<file path="config.mk">
export PLATFORM = sky130hd
export DESIGN_NAME = enc_64_6_scan_flat
export DESIGN_NICKNAME = d
export VERILOG_FILES = /design/src/rtl/enc_64_6_scan_pkg.sv /design/src/rtl/enc_64_6_scan_if.sv /design/src/rtl/enc_4_2.sv /design/src/rtl/enc_64_6_scan.sv /design/src/flat_wrapper.sv
export SDC_FILE = /design/constraint.sdc
export NUM_CORES = 1
export LEC_CHECK = 0
export CAP_MARGIN = 5
export CORE_ASPECT_RATIO = 1.2
export CORE_MARGIN = 2
export CORE_UTILIZATION = 50
export DETAILED_ROUTE_END_ITERATION = 10
export PLACE_DENSITY = 0.74
export SETUP_SLACK_MARGIN = 0.5
export SLEW_MARGIN = 10
export SYNTH_ARGS = -nofsm -noshare
export SYNTH_HDL_FRONTEND = slang
export SYNTH_SLANG_ARGS = --single-unit
</file>
<file path="constraint.sdc">
create_clock -name clk -period 5.55 [get_ports clk]
set_input_delay 0.8325 -clock clk [delete_from_list [all_inputs] [get_ports clk]]
set_output_delay 0.8325 -clock clk [all_outputs]
set_load 0.01 [all_outputs]
</file>
<file path="src/rtl/enc_64_6_scan_pkg.sv">
// rtl/enc_64_6_scan_pkg.sv - shared types and widths for the 64-to-6 lowest-bit scan encoder
package enc_64_6_scan_pkg;

   localparam int VEC_W = 64;
   localparam int IDX_W = 6;

   // IDLE accepts a new vector, SCAN emits one beat per set bit
   typedef enum logic {
      IDLE = 1'b0,
      SCAN = 1'b1
   } state_t;

endpackage

</file>
<file path="src/rtl/enc_64_6_scan_if.sv">
// rtl/enc_64_6_scan_if.sv - vector-in / index-beat-out handshake bundle
interface enc_64_6_scan_if;
   import enc_64_6_scan_pkg::*;

   // vector input side
   logic             in_valid;
   logic             in_ready;
   logic [VEC_W-1:0] in_vec;

   // index beat output side
   logic             out_valid;
   logic             out_ready;
   logic [IDX_W-1:0] out_idx;
   logic             out_last;
   logic             out_empty;

   // the encoder block
   modport slave (
      input  in_valid, in_vec, out_ready,
      output in_ready, out_valid, out_idx, out_last, out_empty
   );

   // the producer/consumer driving the encoder
   modport master (
      output in_valid, in_vec, out_ready,
      input  in_ready, out_valid, out_idx, out_last, out_empty
   );

endinterface

</file>
<file path="src/rtl/enc_4_2.sv">
// rtl/enc_4_2.sv - 4-bit lowest-set-bit encoder with any-set flag
module enc_4_2 (
   input  logic [3:0] vec,
   output logic [1:0] idx,
   output logic       any
);

   // lowest set bit wins; all-zero reports index 0 with any=0
   always_comb begin
      idx = 2'd0;
      any = |vec;
      casez (vec)
         4'b???1: idx = 2'd0;
         4'b??10: idx = 2'd1;
         4'b?100: idx = 2'd2;
         4'b1000: idx = 2'd3;
         default: idx = 2'd0;
      endcase
   end

endmodule

</file>
<file path="src/rtl/enc_64_6_scan.sv">
// rtl/enc_64_6_scan.sv - captures a 64-bit vector and emits set-bit indices in ascending order
module enc_64_6_scan
   import enc_64_6_scan_pkg::*;
(
   input  logic              clk,
   input  logic              rst_n,
   enc_64_6_scan_if.slave    bus
);

   state_t           state_q;
   state_t           state_d;
   logic [VEC_W-1:0] pending_q;
   logic [VEC_W-1:0] pending_d;
   logic [VEC_W-1:0] pending_clr;

   // encoder tree nets: 16 leaves over nibbles, 4 mids over leaf flags, 1 top
   logic [1:0]       leaf_idx [16];
   logic [15:0]      leaf_any;
   logic [1:0]       mid_idx  [4];
   logic [3:0]       mid_any;
   logic [1:0]       top_idx;
   logic             top_any;
   logic [1:0]       mid_sel;
   logic [1:0]       leaf_sel;
   logic [IDX_W-1:0] enc_idx;

   logic             scan_active;
   logic             beat_last;

   genvar g;

   for (g = 0; g < 16; g++) begin : g_leaf
      enc_4_2 u_leaf (
         .vec (pending_q[4*g +: 4]),
         .idx (leaf_idx[g]),
         .any (leaf_any[g])
      );
   end

   for (g = 0; g < 4; g++) begin : g_mid
      enc_4_2 u_mid (
         .vec (leaf_any[4*g +: 4]),
         .idx (mid_idx[g]),
         .any (mid_any[g])
      );
   end

   enc_4_2 u_top (
      .vec (mid_any),
      .idx (top_idx),
      .any (top_any)
   );

   // follow the winning branch down the tree; index bits are top:mid:leaf
   always_comb begin
      mid_sel  = mid_idx[top_idx];
      leaf_sel = leaf_idx[{top_idx, mid_sel}];
      enc_idx  = {top_idx, mid_sel, leaf_sel};
   end

   // pending with the currently presented bit removed; empty means this is the last beat
   always_comb begin
      pending_clr          = pending_q;
      pending_clr[enc_idx] = 1'b0;
   end

   assign scan_active   = (state_q == SCAN);
   assign beat_last     = scan_active && (pending_clr == '0);

   assign bus.in_ready  = (state_q == IDLE);
   assign bus.out_valid = scan_active;
   assign bus.out_idx   = enc_idx;
   assign bus.out_last  = beat_last;
   assign bus.out_empty = scan_active && !top_any;

   // state and pending vector registers; reset drops any beats still queued
   always_ff @(posedge clk or negedge rst_n) begin
      if (!rst_n) begin
         state_q   <= IDLE;
         pending_q <= '0;
      end else begin
         state_q   <= state_d;
         pending_q <= pending_d;
      end
   end

   // capture in IDLE, retire one bit per accepted beat in SCAN
   always_comb begin
      state_d   = state_q;
      pending_d = pending_q;
      case (state_q)
         IDLE: begin
            if (bus.in_valid) begin
               pending_d = bus.in_vec;
               state_d   = SCAN;
            end
         end
         SCAN: begin
            if (bus.out_ready) begin
               pending_d = pending_clr;
               if (beat_last) begin
                  state_d = IDLE;
               end
            end
         end
         default: begin
            state_d   = IDLE;
            pending_d = '0;
         end
      endcase
   end

endmodule

</file>
<file path="src/flat_wrapper.sv">
// flat-port wrapper written by rule: the top's interface ports become plain ports
module enc_64_6_scan_flat import enc_64_6_scan_pkg::*;
  (clk, rst_n, bus_in_valid, bus_in_vec, bus_out_ready, bus_in_ready, bus_out_valid, bus_out_idx, bus_out_last, bus_out_empty);
  enc_64_6_scan_if bus_i ();
  input  logic clk;
  input  logic rst_n;
  input wire logic [$bits(bus_i.in_valid)-1:0] bus_in_valid;
  input wire logic [$bits(bus_i.in_vec)-1:0] bus_in_vec;
  input wire logic [$bits(bus_i.out_ready)-1:0] bus_out_ready;
  output wire logic [$bits(bus_i.in_ready)-1:0] bus_in_ready;
  output wire logic [$bits(bus_i.out_valid)-1:0] bus_out_valid;
  output wire logic [$bits(bus_i.out_idx)-1:0] bus_out_idx;
  output wire logic [$bits(bus_i.out_last)-1:0] bus_out_last;
  output wire logic [$bits(bus_i.out_empty)-1:0] bus_out_empty;
  assign bus_i.in_valid = bus_in_valid;
  assign bus_i.in_vec = bus_in_vec;
  assign bus_i.out_ready = bus_out_ready;
  assign bus_in_ready = bus_i.in_ready;
  assign bus_out_valid = bus_i.out_valid;
  assign bus_out_idx = bus_i.out_idx;
  assign bus_out_last = bus_i.out_last;
  assign bus_out_empty = bus_i.out_empty;
  enc_64_6_scan u_core (.clk(clk), .rst_n(rst_n), .bus(bus_i));
endmodule
</file>
==> results by group, run 1 <==
Run status
  – Status: completed

Route
  – Initial DRC count: 780
  – DRC viols: 0
  – Post-DRT Antenna Nets: 0
  – DR WL/cell: 26.9 µm
  – Vias after detailed routing: 7,025
  – Initial DRT Pass Iterations: 9
  – DRT Wirelength: 26.4 mm
  – Via-to-Cell Ratio: 7.16

Worst setup path
  – Worst EP arrival: 4.35 ns
  – Register-to-Register Path Depth: 14
  – CP Class: register to output port
  – Max Fanout on Critical Path: 7
  – CP Launch Type: register
  – Critical Path Sink Type: output port
  – WP data required: 4.72 ns

Synth
  – Post-Syn Nets: 707
  – Yosys cell types: 75
  – Post-synth EDFFs: 0
  – Asr flop ratio synth: 100%
  – Synth warn: 0
  – Post-synthesis sequential area ratio: 30.7%
  – Post-synth top area share: 30.7%
  – Syn_area_per_cell: 8.29 µm²
  – Cell Area, Synth: 0.00530 mm²
  – Cells after synthesis: 639
  – Count leader, synth: o21ai_0
  – Dominant cells by area after synthesis: dfrtp_1 (31%), o21ai_0 (7.5%), mux2i_1 (5.3%)
  – Yosys reg bits: 65
  – Commonest cells in the synthesized netlist: o21ai_0 (79), dfrtp_1 (65), nand2_1 (50)
  – Post-synth top flop: dfrtp_1
  – Leading area contributor after synthesis: dfrtp_1

Clock network
  – # clock sinks: 65
  – Worst skew pair latency: 0.35 ns
  – CTS clk-pin slew, worst paths: 0.06 ns
  – CTS tree: built
  – H-tree depth: 3
  – Hold-fix buffer count after cts: 0
  – Clock root buffer: clkbuf_16
  – CTS Buffer Depth: 2
  – CTS Buf Count: 9

Floorplan
  – Die Y: 117 µm
  – Core ar.: 0.0104 mm²
  – Ports: 78
  – Starting Density: 50.9%
  – Row count: 41
  – Die Wd: 98.0 µm
  – Die area: 0.0114 mm²

Timing
  – Final WS setup: 0.369 ns
  – Setup TNS: 0 ns
  – Final cycle utilization of the critical path: 93.4%
  – Min cycle time layout: 5.18 ns
  – Max Freq: 0.193 GHz
  – Setup Skew: 0.00781 ns
  – RSZ-0062 raised after global routing: yes
  – Worst rel slew slack: 39.0%
  – Endpoints failing hold: 0
  – Final slew viol count: 0
  – Final setup fails: 0
  – Worst Tran Pin Value: 0.914 ns

Global route
  – First-pass GRT wire length: 38.7 mm
  – GRT Resource Usage Total: 44.7%
  – Vias in the first global route: 6,591
  – Pin count of the biggest net entering global routing: 66
  – Gr ovfl total: 0
  – Initial antenna violation count: 0

Placement
  – Worst slack, placed: 0.0468 ns
  – I/O Buffers: 77
  – GP Congestion: 1.18
  – DPL Wire Length: 19.0 mm

Run
  – MaxCap Viol Count: 0

Finish
  – # diodes: 0
  – Fin nets: 915
  – Share of layout cells above drive strength 1: 32.4%
  – Area added between synthesis and finish: 53.7%

Hold path
  – Worst hold stages: 2
  – Min-delay worst type: register to register
==> final timing paths <==
path                                      start  slack, ns              endpoint
hold / removal             u_core.pending_q[28]       0.63  u_core.pending_q[28]
setup / recovery           u_core.pending_q[51]       0.37          bus_out_last
setup reg to reg           u_core.pending_q[51]       1.39  u_core.bus.out_valid
min in group asynchronous                 rst_n       0.67  u_core.pending_q[20]
max in group asynchronous                 rst_n       4.26  u_core.pending_q[36]
hold reg to reg            u_core.pending_q[28]       0.63  u_core.pending_q[28]
==> registers in the layout, indices dropped and copies added, names as in the netlist <==
name and count:
u_core.bus.out_valid 1, u_core.pending_q 64
==> routing by layer <==
metal	up-vias	GRT usage, %	wire [µm]
li1	2939	-	-
met1	3324	53.5	9210
met2	585	72.6	11900
met3	177	8.38	2850
met4	0	32.3	2420
met5	-	0	0
==> timing repair <==
action	4_1_cts	5_1_grt
gates resized for setup	60	54
buffers inserted	25	23
pin swaps	30	32
endpoints found under the setup margin	1	1
==> cell usage in the layout (no fill, tap or decap), drive strengths merged, types with 6 or more instances in the layout <==
cell type,Yosys,layout
a22o,21,21
inv,22,24
or2,8,8
nor2,47,47
nor2b,11,11
a2111oi,6,6
nor4,24,24
a211oi,6,6
o31ai,6,6
buf,11,159
clkdlybuf4s50,0,74
o21ai,82,82
o2111ai,9,9
nand3,16,16
clkbuf,25,9
mux2i,28,28
a21o,17,17
o211ai,34,34
or4,19,19
nor3,9,9
nand2b,6,6
nand2,51,51
a21oi,29,29
a31oi,8,8
nand4,11,11
dfrtp,65,65
==> through the flow <==
stage / area (µm²) / cells / hold slack [ns] / util, %
floorplan: 5300 / 639 / 0.517 / -
global placement: 6920 / 917 / 0.594 / 66.4
detailed placement: 6920 / 917 / 0.613 / 66.4
CTS: 7680 / 958 / 0.629 / 73.8
global route: 8140 / 981 / 0.648 / 78.2
finish: 8140 / 981 / 0.631 / 78.2
==> worst max-delay path, stage by stage (launching register included) <==
cell and delay [ns]:
dfrtp_1 0.51, or4_1 0.63, nor4_2 0.34, buf_4 0.18, a31oi_4 0.10, o221ai_4 0.30, nand3_4 0.18, buf_4 0.19
o41ai_4 0.38, o211ai_1 0.22, a211oi_2 0.28, nand4_1 0.14, nor4_2 0.27, buf_4 0.18, buf_6 0.10
==> area by class of cell <==
class                           count  area, µm²
Clock buffer                        9        225
Clock inverter                      7       55.1
Fill cell                         760       2270
Inverter                           22       87.6
Multi-Input combinational cell    516       3950
Sequential cell                    65       1640
Tap cell                          129        161
Timing Repair Buffer              233       2020
==> kinds of logic after synthesis <==
| family | count (synthesis) | synth area share [%] |
|---|---|---|
| compound gates | 274 | 37.0 |
| simple gates | 213 | 22.4 |
| flops | 65 | 30.7 |
| buf+inv | 58 | 4.39 |
| mux | 28 | 5.29 |
| fa+ha+maj | 1 | 0.189 |
Power of run 1 is left out: the tool's default activity adds up to more than one toggle a clock period on the data nets, which glitch-free logic cannot reach.
==> run 2, diff against run 1 <==
--- a/config.mk
+++ b/config.mk
@@ -8,9 +8,9 @@
 export CAP_MARGIN = 5
 export CORE_ASPECT_RATIO = 1.2
 export CORE_MARGIN = 2
-export CORE_UTILIZATION = 50
+export CORE_UTILIZATION = 30
 export DETAILED_ROUTE_END_ITERATION = 10
-export PLACE_DENSITY = 0.74
+export GPL_TIMING_DRIVEN = 0
 export SETUP_SLACK_MARGIN = 0.5
 export SLEW_MARGIN = 10
 export SYNTH_ARGS = -nofsm -noshare
==> run 2 against run 1 <==
Net effect:
- clock skew is 0.00054 ns lower
- fmax is 6.6% lower
- first-iteration DRC count stayed put
- count of clock-buffer cells in the layout stayed put
- non-clock buffer count is 33 lower
- setup slack worse by 0.37 ns
- die area is 64% higher
- global-route usage is 15 points lower
- sequential share of layout area is 0.53 points higher
- critical path depth is 2 lower
- cell count is 5.9% higher
- critical path type unchanged
==> results by group, run 2 (synthesis gave the netlist of run 1 again) <==
Run status
  – Status: completed

Worst setup path
  – Top cell by count, worst path: or4_4
  – CP Launch Type: register
  – CP peak stage delay: 0.57 ns (-0.06 ns)
  – Worst path top cell family by delay: simple AND/OR/NAND/NOR gates
  – Critical R2R Capture: u_core.bus.out_valid
  – Reg2reg start: u_core.pending_q[11]
  – Worst EP arrival: 4.72 ns (+0.37 ns)
  – Reg2reg setup slack: 1.09 ns (-0.30 ns)
  – Register-to-Register Path Depth: 12 (-2)
  – WP data required: 4.72 ns (about the same)
  – Max Fanout on Critical Path: 7 (unchanged)
  – CP Class: register to output port
  – Crit path cell chain: or4_4, or4_4, buf_12, a31oi_4, o221ai_4, and2_1, o211ai_1, o22ai_2, a2111oi_4, nand4_1, nor4_4, buf_2
  – Critical Path Sink Type: output port
  – Slowest-stage cell, CP: or4_4
  – Sum of buffers and inverters on the critical path: 2 (-2)

Global route
  – Gr ovfl total: 0 (unchanged)
  – GRT Resource Usage Total: 29.7% (-15 points)
  – First-pass GRT wire length: 41.4 mm (+7.1%)
  – Pin count of the biggest net entering global routing: 36 (-45%)
  – Initial antenna violation count: 0 (unchanged)
  – Vias in the first global route: 6,568 (-0.35%)

Route
  – Initial DRC count: 780 (unchanged)
  – Post-DRT Antenna Nets: 0 (unchanged)
  – DR WL/cell: 26.9 µm (about the same)
  – DRC viols: 0 (unchanged)
  – Via-to-Cell Ratio: 6.42 (-10%)
  – Initial DRT Pass Iterations: 6 (-3)
  – DRT Wirelength: 27.9 mm (+5.9%)
  – Vias after detailed routing: 6,666 (-5.1%)

Floorplan
  – Die area: 0.0187 mm² (+64%)
  – Die Y: 150 µm (+28%)
  – Starting Density: 30.4% (-20 points)
  – Ports: 78 (unchanged)
  – Row count: 53 (+29%)
  – Die Wd: 125 µm (+28%)
  – Core ar.: 0.0174 mm² (+67%)

Timing
  – Max Freq: 0.180 GHz (-6.6%)
  – Min cycle time layout: 5.55 ns (+0.368 ns)
  – Final setup fails: 0 (unchanged)
  – Worst rel slew slack: 41.1% (+2.0 points)
  – Endpoints failing hold: 0 (unchanged)
  – RSZ-0062 raised after global routing: yes
  – Final slew viol count: 0 (unchanged)
  – Setup Skew: 0.00727 ns (-0.000541 ns)
  – Setup TNS: 0 ns (unchanged)
  – Final cycle utilization of the critical path: 100% (+6.6 points)
  – Final WS setup: 0.000457 ns (-0.368 ns)
  – Worst Tran Pin Value: 0.875 ns (-0.0398 ns)

Clock network
  – CTS Buffer Depth: 2 (unchanged)
  – H-tree depth: 3 (unchanged)
  – CTS tree: built
  – Worst skew pair latency: 0.36 ns (about the same)
  – CTS clk-pin slew, worst paths: 0.06 ns (about the same)
  – CTS Buf Count: 9 (unchanged)
  – Clock root buffer: clkbuf_16
  – # clock sinks: 65 (unchanged)

Placement
  – DPL Wire Length: 19.9 mm (+4.4%)
  – I/O Buffers: 76 (-1.3%)
  – GP Congestion: 1.02 (-13%)
  – Worst slack, placed: -0.951 ns (-0.997 ns)

Finish
  – Reg with most FFs: u_core.pending_q
  – Register area: 0.00166 mm² (+1.4%)
  – Post-layout util: 46.1% (-32 points)
  – Area added between synthesis and finish: 51.8%
  – # diodes: 0 (unchanged)
  – Most common cell after layout, fill and taps aside: buf_4
  – Fin nets: 882 (-3.6%)
  – Footprint of the multi-input gates: 0.00397 mm² (+0.48%)
  – Max reg flops: 64 (unchanged)
  – Share of layout cells above drive strength 1: 29.5% (-2.8 points)
  – # fillers: 1,770 (+130%)
  – Most frequent cells in the layout: buf_4 (82), o21ai_0 (74), clkdlybuf4s50_1 (73)

Hold path
  – Min-delay worst type: input pin to async pin

Run
  – MaxCap Viol Count: 0 (unchanged)
[run 2: changes by cell type in the layout (fill, tap and decap cells not counted), moves of 4 or more]
cell	before	now
buf_4	138	82
buf_6	16	9
clkbuf_1	0	22
dfrtp_1	55	37
dfrtp_2	10	28
o21ai_0	78	74
[run 2: metal layers]
layer  vias to the layer above  wire length (µm)  track usage [%]
met5                         -                 0                0
met4                         0              2010             18.6
met3                       144              1940             4.72
met2                       417             13100             49.6
met1                      3239             10900             35.7
li1                       2866                 -                -
[run 2: per-stage QoR]
stage	instances	cell area [µm²]	hold WS, ns
floorplan	639	5300	0.517
global route	1039	8040	0.448
global placement	935	6330	0.576
CTS	1025	7840	0.429
detailed placement	937	6360	0.583
finish	1039	8040	0.418
[run 2: area by class of cell]
class,count,share of cell area [%]
clock inverters,7,1.28
well taps,220,3.42
repair buffers,164,18.6
flip-flops and latches,65,20.7
plain buffers,36,2.77
clock buffers,9,2.80
multi-input cells,516,49.4
inverters,22,1.12
[run 2: worst max path at each step]
stage / start / end / slack (ns) / cells past startpoint
2_1_floorplan: u_core.pending_q[23] / bus_out_last / 1.05 / 14
3_3_place_gp: u_core.pending_q[6] / bus_out_last / -1.07 / 13
3_5_place_dp: u_core.pending_q[6] / bus_out_last / -0.95 / 13
4_1_cts: u_core.pending_q[11] / bus_out_last / 0.22 / 13
5_1_grt: u_core.pending_q[17] / bus_out_last / -0.02 / 13
6_report: u_core.pending_q[11] / bus_out_last / 0.0005 / 12
[run 2: what timing repair did]
action	4_1_cts	5_1_grt
pin swaps	42	18
cloned	1	0
endpoints found under the setup margin	4	1
resized for setup	136	21
setup buffers	71	14
hold buffers	0	0
Power of run 2 is left out for the same reason.
==> run 3, diff against run 2 <==
--- a/config.mk
+++ b/config.mk
@@ -11,6 +11,7 @@
 export CORE_UTILIZATION = 30
 export DETAILED_ROUTE_END_ITERATION = 10
 export GPL_TIMING_DRIVEN = 0
+export PLACE_DENSITY_LB_ADDON = 0.12
 export SETUP_SLACK_MARGIN = 0.5
 export SLEW_MARGIN = 10
 export SYNTH_ARGS = -nofsm -noshare
==> run 3 against run 2 <==
Net effect:
- wire length increased by 5.7%
- utilization decreased by 1.8 points
- non-clock buffer count decreased by 26
- register-to-register slack improved by 0.03 ns
- global-route usage increased by 2.0 points
- first-iteration DRC count decreased by 21%
- cell count decreased by 2.6%
- cell area decreased by 3.8%
- worst hold slack got worse by 0.039 ns
- clock skew increased by 0.0020 ns
==> results by group, run 3 (synthesis gave the netlist of run 1 again) <==
Worst setup path
  – CP Class: register to output port
  – Reg2reg setup slack: 1.12 ns (+0.03 ns)
  – Register-to-Register Path Depth: 15 (+3)
  – Critical Path Sink Type: output port
  – Worst EP arrival: 4.57 ns (-0.15 ns)
  – Max Fanout on Critical Path: 9 (+2)
  – WP data required: 4.72 ns (about the same)
  – CP Launch Type: register

Finish
  – # diodes: 0 (unchanged)
  – Footprint of the multi-input gates: 0.00390 mm² (-1.7%)
  – Most common cell after layout, fill and taps aside: o21ai_0
  – Register area: 0.00165 mm² (-0.68%)
  – Fin nets: 856 (-2.9%)
  – Design area: 0.00773 mm² (-3.8%)
  – Max reg flops: 64 (unchanged)
  – Post-layout util: 44.3% (-1.8 points)
  – Area added between synthesis and finish: 46.0%
  – Reg with most FFs: u_core.pending_q
  – # fillers: 1,772 (+0.11%)
  – Share of layout cells above drive strength 1: 24.7% (-4.8 points)
  – Most frequent cells in the layout: o21ai_0 (76), clkdlybuf4s50_1 (74), buf_4 (62)

Route
  – Vias after detailed routing: 6,339 (-4.9%)
  – Via-to-Cell Ratio: 6.26 (-2.4%)
  – DRC viols: 0 (unchanged)
  – Post-DRT Antenna Nets: 0 (unchanged)
  – DRT Wirelength: 29.5 mm (+5.7%)
  – DR WL/cell: 29.2 µm (+8.5%)
  – Initial DRC count: 616 (-21%)
  – Initial DRT Pass Iterations: 5 (-1)

Global route
  – First-pass GRT wire length: 43.3 mm (+4.5%)
  – Gr ovfl total: 0 (unchanged)
  – Initial antenna violation count: 0 (unchanged)
  – Pin count of the biggest net entering global routing: 43 (+19%)
  – Vias in the first global route: 6,418 (-2.3%)
  – GRT Resource Usage Total: 31.6% (+2.0 points)

Timing
  – RSZ-0062 raised after global routing: yes
  – Worst rel slew slack: 37.3% (-3.7 points)
  – Endpoints failing hold: 0 (unchanged)
  – Final slew viol count: 0 (unchanged)
  – Min cycle time layout: 5.40 ns (-0.148 ns)
  – Max Freq: 0.185 GHz (+2.7%)
  – Setup Skew: 0.00924 ns (+0.00197 ns)
  – Final setup fails: 0 (unchanged)
  – Final cycle utilization of the critical path: 97.3% (-2.7 points)
  – Worst Tran Pin Value: 0.930 ns (+0.0557 ns)
  – Final hold slack: 0.379 ns (-0.0391 ns)

Clock network
  – Worst skew pair latency: 0.35 ns (about the same)
  – Hold-fix buffer count after cts: 0 (unchanged)
  – CTS Buf Count: 9 (unchanged)
  – # clock sinks: 65 (unchanged)
  – CTS clk-pin slew, worst paths: 0.07 ns (about the same)
  – CTS Buffer Depth: 2 (unchanged)
  – CTS tree: built
  – H-tree depth: 3 (unchanged)
  – Clock root buffer: clkbuf_16

Floorplan
  – Die Y: 150 µm (unchanged)
  – Core ar.: 0.0174 mm² (unchanged)
  – Row count: 53 (unchanged)
  – Die Wd: 125 µm (unchanged)
  – Starting Density: 30.4% (unchanged)
  – Die area: 0.0187 mm² (unchanged)
  – Ports: 78 (unchanged)

Hold path
  – Min-delay worst type: input pin to async pin

Run status
  – Status: completed

Run
  – MaxCap Viol Count: 0 (unchanged)

Placement
  – I/O Buffers: 76 (unchanged)
  – GP Congestion: 0.963 (-6.0%)
  – DPL Wire Length: 22.2 mm (+11%)
  – DP Area: 0.00637 mm² (about the same)
## run 3: layout make-up
cell class | instances | share of cell area (%)
plain buffers | 36 | 2.91
repair buffers | 138 | 16.2
clock inverters | 6 | 1.50
clock buffers | 9 | 2.91
inverters | 22 | 1.13
flip-flops and latches | 65 | 21.3
multi-input cells | 516 | 50.5
well taps | 220 | 3.56
## run 3: timing repair
item | in CTS | in global routing
gates resized for setup | 118 | 9
setup endpoints to repair | 4 | 1
pin swaps | 34 | 5
setup buffers | 56 | 4
## run 3: metrics by stage
stage	std cells	TNS (ns)	setup slack [ns]
2_1_floorplan	639	0	1.05
3_3_place_gp	935	-1.36	-1.20
3_5_place_dp	937	-1.12	-1.12
4_1_cts	1008	0	0.168
5_1_grt	1012	0	0.00577
6_report	1012	0	0.148
## run 3: path summary, 6_finish.rpt
kind,from,end
min reg2reg,u_core.pending_q[28],u_core.pending_q[28]
max in group asynchronous,rst_n,u_core.pending_q[5]
max,u_core.pending_q[23],bus_out_last
min,rst_n,u_core.pending_q[42]
max reg2reg,u_core.pending_q[23],u_core.bus.out_valid
min in group clk,u_core.pending_q[28],u_core.pending_q[28]
## run 3: metal layers
metal / wire length [µm] / up-vias / GRT usage [%] / part of all wire (%)
met5: 0 / - / 0 / 0
met4: 1800 / 0 / 19.3 / 6.1
met3: 1560 / 85 / 4.40 / 5.3
met2: 14300 / 306 / 53.4 / 49
met1: 11800 / 3132 / 38.3 / 40
li1: - / 2816 / - / -
## run 3: worst max-delay path: stages (launching register included)
cell and delay, ns:
dfrtp_1 0.37, buf_6 0.14, or4_4 0.53, or4_4 0.54
buf_8 0.16, o2111ai_1 0.10, o41a_1 0.31, buf_4 0.17
nand3_1 0.19, nor2b_4 0.38, nand2_4 0.23, o22ai_1 0.32
nand4_1 0.20, nor4_4 0.35, buf_2 0.19
Power of run 3 is left out for the same reason.
